--- config.mk ---
export PLATFORM = sky130hd
export DESIGN_NAME = writeback_unit
export DESIGN_NICKNAME = d
export VERILOG_FILES = /design/src/rtl/wb_pkg.sv /design/src/rtl/wb_fifo.sv /design/src/rtl/writeback_unit.sv
export SDC_FILE = /design/constraint.sdc
export NUM_CORES = 1
export LEC_CHECK = 0
export CORE_MARGIN = 10
export CORE_UTILIZATION = 45
export CTS_CLUSTER_SIZE = 8
export DETAILED_ROUTE_END_ITERATION = 6
export GPL_TIMING_DRIVEN = 1
export PLACE_DENSITY_LB_ADDON = 0.05
export SLEW_MARGIN = 20
export SYNTH_ARGS = -nofsm -noshare
export SYNTH_HDL_FRONTEND = slang
export SYNTH_SLANG_ARGS = --single-unit
--- constraint.sdc ---
create_clock -name clk -period 2.4 [get_ports clk]
set_input_delay 0.48 -clock clk [delete_from_list [all_inputs] [get_ports clk]]
set_output_delay 0.48 -clock clk [all_outputs]
set_load 0.05 [all_outputs]
--- src/rtl/wb_pkg.sv ---
// wb_pkg: shared widths and the buffered write-back entry type.
package wb_pkg;
    localparam int REG_ADDR_W   = 5;
    localparam int XLEN_DEFAULT = 32;

    typedef struct packed {
        logic [REG_ADDR_W-1:0]   rd;
        logic [XLEN_DEFAULT-1:0] data;
    } wb_entry_t;
endpackage

--- src/rtl/wb_fifo.sv ---
// wb_fifo: synchronous FIFO; pointers wrap modulo DEPTH, a count register separates full from empty.
module wb_fifo #(
    parameter int DEPTH = 4,
    parameter int W     = 37
) (
    input  logic                     clk,
    input  logic                     reset,
    input  logic                     push,
    input  logic                     pop,
    input  logic [W-1:0]             din,
    output logic [W-1:0]             dout,
    output logic                     full,
    output logic                     empty,
    output logic [$clog2(DEPTH):0]   count
);
    localparam int AW = $clog2(DEPTH);

    logic [W-1:0]  mem [DEPTH];
    logic [AW-1:0] wr_ptr, rd_ptr;
    logic          do_push, do_pop;

    assign full    = count == (AW+1)'(DEPTH);
    assign empty   = count == '0;
    assign do_push = push & ~full;
    assign do_pop  = pop & ~empty;
    assign dout    = mem[rd_ptr];

    always_ff @(posedge clk) begin
        if (do_push) mem[wr_ptr] <= din;
    end

    always_ff @(posedge clk) begin
        if (reset) begin
            wr_ptr <= '0;
            rd_ptr <= '0;
            count  <= '0;
        end else begin
            if (do_push) wr_ptr <= wr_ptr + 1'b1;
            if (do_pop) rd_ptr <= rd_ptr + 1'b1;
            count <= count + (AW+1)'(do_push) - (AW+1)'(do_pop);
        end
    end
endmodule

--- src/rtl/writeback_unit.sv ---
// writeback_unit: merges ALU and buffered load results into one register-file write per cycle.
// Optional WB_BYPASS_EN adds same-cycle forwarding of the write being performed.
module writeback_unit
    import wb_pkg::*;
#(
    parameter int XLEN       = XLEN_DEFAULT,
    parameter int FIFO_DEPTH = 4
) (
    input  logic                  clk,
    input  logic                  reset,
    input  logic                  alu_valid,
    input  logic [REG_ADDR_W-1:0] alu_rd,
    input  logic [XLEN-1:0]       alu_data,
    input  logic                  mem_valid,
    output logic                  mem_ready,
    input  logic [REG_ADDR_W-1:0] mem_rd,
    input  logic [XLEN-1:0]       mem_data,
    input  logic                  issue_valid,
    input  logic [REG_ADDR_W-1:0] issue_rd,
    input  logic [REG_ADDR_W-1:0] chk_rs1,
    input  logic [REG_ADDR_W-1:0] chk_rs2,
    output logic                  rs1_pending,
    output logic                  rs2_pending,
    output logic                  RegWrite,
    output logic [REG_ADDR_W-1:0] rd_addr,
    output logic [XLEN-1:0]       rd_data
`ifdef WB_BYPASS_EN
    ,
    output logic                  rs1_fwd_valid,
    output logic                  rs2_fwd_valid,
    output logic [XLEN-1:0]       rs1_fwd_data,
    output logic [XLEN-1:0]       rs2_fwd_data
`endif
);
    localparam int EW = REG_ADDR_W + XLEN;
    localparam int CW = $clog2(FIFO_DEPTH) + 1;

    logic [EW-1:0]         head;
    logic                  full, empty, push, pop, wr_en;
    logic [CW-1:0]         count;
    logic [REG_ADDR_W-1:0] sel_rd;
    logic [XLEN-1:0]       sel_data;
    logic [31:0]           pending, set_mask, clr_mask;

    assign mem_ready = count < CW'(FIFO_DEPTH);
    assign push      = mem_valid & ~full;
    assign pop       = ~alu_valid & ~empty;

    wb_fifo #(.DEPTH(FIFO_DEPTH), .W(EW)) u_fifo (
        .clk   (clk),
        .reset (reset),
        .push  (push),
        .pop   (pop),
        .din   ({mem_rd, mem_data}),
        .dout  (head),
        .full  (full),
        .empty (empty),
        .count (count)
    );

    // x0 entries are still consumed, they just never raise a write
    always_comb begin
        sel_rd   = alu_valid ? alu_rd : head[EW-1 -: REG_ADDR_W];
        sel_data = alu_valid ? alu_data : head[XLEN-1:0];
        wr_en    = (alu_valid | ~empty) & (sel_rd != '0);
        clr_mask = wr_en ? 32'(1) << sel_rd : '0;
        set_mask = (issue_valid && issue_rd != '0) ? 32'(1) << issue_rd : '0;
    end

    // OR-ing the set after the clear lets a fresh issue win over a completing write
    always_ff @(posedge clk) begin
        if (reset) begin
            RegWrite <= 1'b0;
            rd_addr  <= '0;
            rd_data  <= '0;
            pending  <= '0;
        end else begin
            RegWrite <= wr_en;
            rd_addr  <= sel_rd;
            rd_data  <= sel_data;
            pending  <= (pending & ~clr_mask) | set_mask;
        end
    end

    assign rs1_pending = pending[chk_rs1];
    assign rs2_pending = pending[chk_rs2];

`ifdef WB_BYPASS_EN
    assign rs1_fwd_valid = RegWrite && rd_addr == chk_rs1 && chk_rs1 != '0;
    assign rs2_fwd_valid = RegWrite && rd_addr == chk_rs2 && chk_rs2 != '0;
    assign rs1_fwd_data  = rd_data;
    assign rs2_fwd_data  = rd_data;
`endif
endmodule

==> results of run 1 <==
cell families after synthesis:
| family | count (synthesis) |
|---|---|
| DFF | 227 |
| and+or+nand+nor | 200 |
| AOI/OAI and AO/OA | 84 |
| muxes | 66 |
| buffers and inverters | 46 |
| adders and majority gates | 7 |
| xor gates and xnor gates | 5 |
worst max-delay path by stage:
| stage | slack, ps | end | from |
|---|---|---|---|
| 6_report | -310 | rs2_pending | chk_rs2[0] |
| 5_1_grt | -350 | rs2_pending | pending[27] |
| 4_1_cts | -320 | rs2_pending | pending[27] |
| 3_5_place_dp | -660 | rs1_pending | chk_rs1[0] |
| 3_3_place_gp | -640 | rs2_pending | chk_rs2[0] |
| 2_1_floorplan | -40 | rs1_pending | chk_rs1[0] |
power by group:
part           leakage (uW)  internal (uW)  switching, uW
Clock              0.000485           2820           1650
Sequential          0.00201           4620            160
Combinational       0.00164           1170           1440
Total               0.00414           8610           3240
synthesized netlist by cell type (6+ instances only):
master | n | share of area [%]
buf_2 | 8 | 0.44
a311oi_1 | 9 | 0.86
nand2_1 | 75 | 3.1
dfxtp_1 | 79 | 17
mux2i_1 | 9 | 0.98
clkbuf_1 | 21 | 0.86
nor2_1 | 61 | 2.5
nor3b_1 | 8 | 0.65
nor3_1 | 19 | 1.0
a211oi_1 | 18 | 1.5
ha_1 | 6 | 0.82
mux4_2 | 53 | 13
inv_1 | 7 | 0.29
edfxtp_1 | 148 | 48
and2_1 | 7 | 0.48
nor2b_1 | 6 | 0.41
a21oi_1 | 43 | 2.3
flip-flops by register name (all words and copies together) (netlist names), named ones only:
signal / cells
pending: 32
u_fifo.mem: 148
RegWrite: 1
u_fifo.count: 3
u_fifo.wr_ptr: 2
rd_addr: 5
rd_data: 32
u_fifo.rd_ptr: 2
critical path, delay by kind of cell:
family / cells / cell delay (ps)
buf+inv: 3 / 470
mux: 3 / 1260
metal layers:
layer	share of wire [%]	vias up
met5	0	-
met3	7.2	56
li1	-	2739
met2	50	210
met1	40	2929
met4	2.7	0
area by class of cell:
type,instances,area [um^2]
Fill cell,1609,8051
Sequential cell,227,6045
Multi-Input combinational cell,362,2978
Timing Repair Buffer,170,1713
Clock buffer,56,954.7
Tap cell,270,337.8
Clock inverter,3,58.81
Inverter,7,26.28
Antenna cell,2,5.005
what timing repair did:
action | 4_1_cts | 5_1_grt
gates cloned | 0 | 0
endpoints found under the hold margin | 0 | 0
endpoints found under the setup margin | 2 | 2
gates resized for setup | 22 | 4
metrics by stage:
stage / setup TNS [ps] / utilization [%]
after floorplan: -43.64 / -
after global placement: -1277 / 54.88
after detailed placement: -1308 / 54.88
after CTS: -633.5 / 60.07
after global routing: -690.5 / 60.07
final: -601.3 / 60.08
==> run_results.csv, run 1 <==
group,metric,value,unit
timing,drv_slew,0,
synthesis,synth_top_flop_cell,"edfxtp_1",
pwr,pwr_density_cell,978.0,nW/um^2
synthesis,synth_compound_area_share,5.900,%
detailed_routing,drt-wirelength-per-cell,21.07,um
detailed_routing,drc,0,
synthesis,async_flop_share,0,%
layout,fin_area,12120,um^2
clock_tree,postCtsSetupBuffers,0,
global_route,antenna_found_initial,2,
synthesis,synth_top_family_by_area,"multiplexers",
worst_setup_path,cp-end-kind,"output port",
timing,fin_crit_sh,112.8,%
global_route,grt_use_met2,29.00,%
worst_setup_path,cp_cell_sequence,"clkdlybuf4s15_2 > buf_12 > mux4_2 > mux4_2 > mux2_4 > buf_8",
die,start_util,45.63,%
synthesis,synth_cell_types,50,
worst_setup_path,path_class,"input port to output port",
global_route,gr-usage-met3,5.059,%
pwr,power,11850,uW
die,fp.dieW,163.0,um
global_route,track_usage,17.39,%
worst_setup_path,rr_worst_depth,10,
layout,drive_gt1_share,20.12,%
timing,fin_crit,2706,ps
synthesis,synth-seq-cells,227,
outcome,status,"complete, but fails checks",
worst_setup_path,regToRegEndpoint,"u_fifo.count[2]",
die,ioPinCount,135,
synthesis,synth_area,9204,um^2
global_route,grt_pass1_wl,35.94,mm
worst_setup_path,worst_ep_required_time,1920,ps
worst_setup_path,cpPeakStageDelay,500,ps
timing,fmax,369.5,MHz
timing,worst_slack,-306.2,ps
detailed_routing,num_vias,5934,
clock_tree,insertion_delay,500,ps
placement,place_hpwl,15.71,mm
placement,dpl-instance-area,11070,um^2
timing,finalSetupViolCount,2,
detailed_routing,first_pass_iters,5,
synthesis,yosys.area_share.simple,10.21,%
die,fp.dieArea,26570,um^2
placement,gp_congestion,0.8807,
clock_tree,cts-root-buf,"clkbuf_16",
hold_path,hold_depth,3,
placement,io_buffers,134,
synthesis,synth-seq-area-share,65.47,%
clock_tree,cts_made_buffers,34,
timing,hold_viol_final,0,
global_route,grt_max_degree,34,
die,core_region_area,20170,um^2
worst_setup_path,worstPathArrival,2230,ps
worst_setup_path,critPathSlowestCell,"mux4_2",
clock_tree,htree_num_levels,2,
clock_tree,cts_hold_buf,0,
outcome,violations,"setup timing",
global_route,busiest_layer,"met2",
timing,finalClockSkew,14.86,ps
timing,relSlewSlack,48.33,%
die,rows,52,
synthesis,yosys_warnings,0,
hold_path,worstHoldStart,"alu_valid",
layout,instances_no_fill,1097,
pwr,leakagePower,0.004139,uW
hold_path,min_to,"rd_data[28]",
detailed_routing,drt_iter0_markers,295,
layout,nets,903,
worst_setup_path,start_kind,"input port",
synthesis,muxShareOfSynthArea,14.60,%
layout,syn_to_final_growth,31.66,%
timing,rsz0062_at_grt,"yes",
hold_path,min_path_type,"input port to flip-flop",
clock_tree,clkSlewWorstSetupHoldPaths,50,ps
placement,dp.cells,1036,
synthesis,syn_inst,635,
clock_tree,tritoncts,"built",
clock_tree,cts_buffer_depth,3,
layout,final_cell_mix,"edfxtp_1, clkdlybuf4s50_1, nand2_1, dfxtp_1, nor2_1",
timing,worst_hold_slack,363.1,ps
detailed_routing,antenna_left,0,
global_route,grt_pass1_vias,6426,
placement,dpl_worst_slack,-655.3,ps
synthesis,syn_area_per_cell,14.49,um^2
synthesis,synth_edf_count,148,
worst_setup_path,r2r_setup_slack,320,ps
synthesis,synthAdderAreaFrac,1.033,%
worst_setup_path,cp_common_cell,"mux4_2",
detailed_routing,routed_via_density,5.409,
global_route,grt_util_met1,21.10,%
synthesis,synth_nets,736,
global_route,grt_overflow,0,
synthesis,synth_xor_area_share,0.4758,%
detailed_routing,wirelength,23.11,mm
pwr,ir_drop,0.0006208,V
clock_tree,cts_sinks,227,
die,die_h,163.0,um
worst_setup_path,worstPathMaxFanout,8,
worst_setup_path,timing.rr.start,"u_fifo.count[1]",
run,cap_viol_max_count,0,
timing,tightest_slew,775.1,ps
layout,final_common_cell,"edfxtp_1",
Note: power is estimated with default switching activity, not from simulation.
==> inputs of run 2 (changes only) <==
Settings changed: CTS_CLUSTER_DIAMETER set to 30.
==> run 2 against run 1 <==
  * The run still ends with setup timing left
  * Count of clock-buffer cells in the layout up 8
  * Sequential cell count unchanged
  * Hold slack got worse by 29 ps
  * Critical path type unchanged
  * Largest power group is now the clock network
==> run_results.csv, run 2 (same netlist as run 1, synthesis figures left out) <==
group,metric,value,unit
outcome,status,"complete, but fails checks",
outcome,violations,"setup timing",
worst_setup_path,rr_worst_depth,6,
timing,tightest_slew,779.0,ps
detailed_routing,antenna_left,0,
worst_setup_path,cpPeakStageDelay,500,ps
layout,largest_register_ff_count,148,
layout,final_cell_mix,"edfxtp_1, clkdlybuf4s50_1, nand2_1, dfxtp_1, nor2_1",
die,core_region_area,20170,um^2
worst_setup_path,path_class,"input port to output port",
placement,io_buffers,134,
clock_tree,cts_made_buffers,47,
global_route,grt_max_degree,34,
layout,largest-register,"u_fifo.mem",
pwr,leakagePower,0.004390,uW
timing,rsz0062_at_grt,"yes",
die,fp.dieW,163.0,um
placement,gp_congestion,0.8807,
pwr,pwr_density_cell,1062,nW/um^2
global_route,grt_overflow,0,
detailed_routing,routed_via_density,5.335,
clock_tree,cts_buffer_depth,3,
clock_tree,cts_hold_buf,0,
hold_path,worstHoldStart,"alu_valid",
detailed_routing,drt-wirelength-per-cell,20.51,um
worst_setup_path,worst_ep_required_time,1920,ps
die,start_util,45.63,%
worst_setup_path,cp_cell_sequence,"clkdlybuf4s15_1 > buf_12 > mux4_2 > mux4_2 > mux2_4 > buf_8",
timing,drv_slew,0,
pwr,ir_drop,0.0006446,V
global_route,grt_pass1_wl,35.96,mm
detailed_routing,drt_iter0_markers,288,
global_route,grt_pass1_vias,6503,
worst_setup_path,worstPathArrival,2230,ps
timing,hold_viol_final,0,
worst_setup_path,regToRegEndpoint,"pending[2]",
detailed_routing,wirelength,23.06,mm
clock_tree,cts-root-buf,"clkbuf_16",
run,cap_viol_max_count,0,
worst_setup_path,cp-end-kind,"output port",
layout,multiInputGateArea,2978,um^2
clock_tree,postCtsSetupBuffers,0,
timing,worst_hold_slack,333.8,ps
layout,fin_util,62.54,%
timing,fin_crit_sh,113.1,%
timing,fmax,368.4,MHz
die,rows,52,
timing,relSlewSlack,48.07,%
clock_tree,insertion_delay,520,ps
layout,syn_to_final_growth,37.06,%
clock_tree,cts_resized,16,
layout,fin_area,12610,um^2
detailed_routing,num_vias,5997,
detailed_routing,first_pass_iters,5,
timing,fin_crit,2715,ps
worst_setup_path,worstPathMaxFanout,8,
worst_setup_path,r2r_setup_slack,320,ps
placement,place_hpwl,15.71,mm
layout,drive_gt1_share,22.30,%
die,fp.dieArea,26570,um^2
die,die_h,163.0,um
layout,final_common_cell,"edfxtp_1",
placement,dpl-instance-area,11070,um^2
clock_tree,tritoncts,"built",
clock_tree,htree_num_levels,2,
die,ioPinCount,135,
global_route,antenna_found_initial,2,
worst_setup_path,start_kind,"input port",
worst_setup_path,critical_path.startpoint,"chk_rs2[0]",
pwr,power,13390,uW
worst_setup_path,crit_path_end,"rs2_pending",
timing,worst_slack,-314.8,ps
timing,finalClockSkew,17.98,ps
worst_setup_path,cp_common_cell,"mux4_2",
global_route,track_usage,17.28,%
detailed_routing,drc,0,
worst_setup_path,critPathSlowestCell,"mux4_2",
clock_tree,cts_sinks,227,
hold_path,min_path_type,"input port to flip-flop",
clock_tree,clkSlewWorstSetupHoldPaths,40,ps
layout,reg_top3,"u_fifo.mem (148), pending (32), rd_data (32)",
layout,regArea,6038,um^2
layout,nets,916,
timing,finalSetupViolCount,2,
layout,fillers,1558,
run 2: changes by cell type in the layout (fill, tap and decap cells not counted), sizes merged:
cell           previous run  this run
clkinv                    0        16
clkbuf                   56        64
bufinv                    1         3
clkinvlp                  0         2
buf                      41        40
clkdlybuf4s15             1         2
inv                       9         8
run 2: layer usage:
layer | GRT usage, % | routed length (um) | part of all wire (%)
met1 | 20.86 | 9253 | 40
met2 | 28.87 | 11540 | 50
met3 | 5.462 | 1812 | 7.9
met4 | 5.615 | 449 | 1.9
met5 | 0 | 0 | 0
run 2: cell type report:
cell class | count | share of cell area, %
sequential | 227 | 47.87
multi-input combinational | 362 | 23.61
timing repair buffer | 170 | 13.62
clock buffer | 64 | 10.39
tap | 270 | 2.678
clock inverter | 22 | 1.587
inverter | 7 | 0.2083
antenna | 2 | 0.03967
run 2: report_power, final:
part / internal (uW) / switching [uW]
logic: 1170 / 1440
registers: 4630 / 156
clock network: 4100 / 1910
run 2: worst min-delay path by stage:
stage                       end  slack (ps)  cells past startpoint
global route        rd_data[24]         350                      3
floorplan            pending[0]         450                      1
detailed placement   pending[0]         500                      1
CTS                 rd_data[28]         320                      3
global placement     pending[0]         500                      1
finish              rd_data[28]         330                      3
run 2: worst max-delay path: cells and delay by family:
family                 cells  cell delay [ps]
buffers and inverters      3              500
multiplexers               3             1250
run 2: stage by stage:
stage               setup TNS [ps]  instances  worst slack, ps
floorplan                   -43.64        635           -43.64
global placement             -1277       1036           -639.2
detailed placement           -1308       1036           -655.3
CTS                         -661.4       1122           -332.6
global route                -729.6       1123           -365.1
finish                      -629.4       1124           -314.8
==> inputs of run 3 (changes only) <==
Settings changed: CELL_PAD_IN_SITES_DETAIL_PLACEMENT set to 0, CELL_PAD_IN_SITES_GLOBAL_PLACEMENT set to 2, CORE_UTILIZATION 45 to 34, CTS_CLUSTER_DIAMETER 30 to 150, CTS_CLUSTER_SIZE 8 to unset.
==> run 3 against run 2 <==
  * The run still ends with setup timing left
  * Die area is 28% higher
  * Critical endpoint unchanged
  * Sequential cell count stayed put
  * Largest cell class unchanged
  * Design area is 4.3% lower
==> run_results.csv, run 3 (same netlist as run 1, synthesis figures left out) <==
group,metric,value,unit
die,core_region_area,26800,um^2
global_route,track_usage,14.43,%
layout,largest_register_ff_count,148,
die,ioPinCount,135,
placement,dpl-instance-area,11190,um^2
global_route,grt_use_met2,25.55,%
worst_setup_path,cp_cell_sequence,"clkdlybuf4s15_2 > buf_12 > mux4_2 > mux4_2 > mux2_4 > buf_6",
die,die_h,184.5,um
detailed_routing,antenna_left,0,
layout,syn_to_final_growth,31.20,%
timing,worst_hold_slack,437.1,ps
timing,finalClockSkew,16.05,ps
outcome,status,"complete, but fails checks",
global_route,busiest_layer,"met2",
detailed_routing,drc,0,
placement,dp.cells,1109,
layout,multiInputGateArea,2978,um^2
layout,fin_area,12080,um^2
pwr,intPower,8129,uW
timing,fmax,365.3,MHz
pwr,p_seq_share,42.3,%
timing,rsz0062_at_grt,"yes",
die,fp.dieW,184.5,um
run,cap_viol_max_count,0,
timing,fin_crit_sh,114.1,%
timing,drv_slew,0,
die,rows,60,
detailed_routing,first_pass_iters,6,
global_route,grt_max_degree,79,
worst_setup_path,path_class,"input port to output port",
detailed_routing,routed_via_density,5.034,
pwr,p_sw_share,28.07,%
worst_setup_path,cp_common_cell,"mux4_2",
outcome,violations,"setup timing",
placement,gp_congestion,0.8402,
timing,relSlewSlack,43.53,%
timing,worst_slack,-337.8,ps
placement,io_buffers,134,
global_route,grt_util_met1,16.74,%
layout,final_common_cell,"edfxtp_1",
clock_tree,insertion_delay,530,ps
pwr,p_switching,3173,uW
die,fp.dieArea,34050,um^2
pwr,pwr_density_cell,935.9,nW/um^2
layout,largest-register,"u_fifo.mem",
layout,final_cell_mix,"edfxtp_1, clkdlybuf4s50_1, nand2_1, dfxtp_1, nor2_1",
pwr,power,11300,uW
layout,regArea,6048,um^2
pwr,clock_power_share,34.4,%
clock_tree,cts_sinks,227,
pwr,comb_power_share,23.3,%
pwr,leakagePower,0.004087,uW
layout,instances_no_fill,1159,
detailed_routing,wirelength,24.47,mm
clock_tree,cts_buffer_depth,3,
global_route,grt_overflow,0,
worst_setup_path,cpPeakStageDelay,510,ps
clock_tree,tritoncts,"built",
clock_tree,clkSlewWorstSetupHoldPaths,60,ps
global_route,antenna_found_initial,2,
worst_setup_path,critPathSlowestCell,"mux4_2",
global_route,grt_pass1_wl,38.18,mm
layout,nets,898,
worst_setup_path,worst_ep_required_time,1920,ps
timing,hold_viol_final,0,
pwr,ir_drop,0.0004787,V
die,start_util,34.34,%
timing,finalSetupViolCount,2,
timing,fin_crit,2738,ps
clock_tree,htree_num_levels,1,
detailed_routing,drt_iter0_markers,232,
layout,fillers,2409,
hold_path,min_path_type,"input port to flip-flop",
worst_setup_path,worstPathArrival,2260,ps
worst_setup_path,start_kind,"input port",
worst_setup_path,worstPathMaxFanout,8,
layout,drive_gt1_share,21.05,%
global_route,gr-usage-met3,3.682,%
worst_setup_path,cp-end-kind,"output port",
detailed_routing,num_vias,5834,
clock_tree,cts_made_buffers,26,
clock_tree,cts-root-buf,"clkbuf_16",
timing,tightest_slew,847.0,ps
placement,place_hpwl,16.84,mm
layout,reg_top3,"u_fifo.mem (148), pending (32), rd_data (32)",
global_route,grt_pass1_vias,6571,
detailed_routing,drt-wirelength-per-cell,21.11,um
run 3: cell count changes in the layout (fill, tap and decap cells not counted), moves of 4 or more:
cell	delta
clkinv_2	-4
clkbuf_1	-4
clkbuf_16	-22
dfxtp_1	-8
clkinv_1	-4
buf_4	+4
dfxtp_2	+8
run 3: through the flow:
stage               TNS, ps  worst slack (ps)  util (%)
detailed placement    -1392            -710.0     41.74
finish               -662.8            -337.8     45.06
global placement      -1318            -666.9     41.74
CTS                  -704.6            -354.4     45.04
global route         -738.7            -369.5     45.05
floorplan            -43.64            -43.64         -
run 3: per-layer routing:
metal  routed length (um)  share of wire (%)
met1                 9904                 40
met3                 1356                5.5
met5                   22              0.090
met2                12490                 51
met4                  694                2.8
run 3: final timing paths:
path	startpoint	end	slack, ps	depth (start not counted)
max	chk_rs2[0]	rs2_pending	-340	6
min	alu_valid	rd_data[26]	440	4
max reg2reg	flip-flop	pending[26]	300	4
min reg2reg	pending[0]	pending[0]	510	1
run 3: power by group through the flow:
stage                     sequential [uW]  clock [uW]  combinational [uW]
after floorplan                      5120           0                1450
after global placement               4840           0                2680
after detailed placement             4870           0                2690
after CTS                            4790        3990                2710
after global routing                 4820        4160                2870
final                                4780        3890                2640
run 3: timing repair:
item / CTS / global route
resized for setup: 24 / 1
hold buffers: 0 / 0
gates cloned: 0 / 0
endpoints found under the setup margin: 2 / 2
setup buffers: 1 / 0
run 3: layout make-up:
cell class                      instances  area share, %
Multi-Input combinational cell        362          24.66
Timing Repair Buffer                  173          14.43
Tap cell                              341          3.533
Clock buffer                           37          6.062
Sequential cell                       227          50.09
Antenna cell                            1        0.02072
Inverter                                7         0.2176
Clock inverter                         11         0.9844
run 3: worst max-delay path: cells and delay by family:
| kind | cells | cell delay (ps) |
|---|---|---|
| buf+inv | 3 | 500 |
| mux | 3 | 1270 |
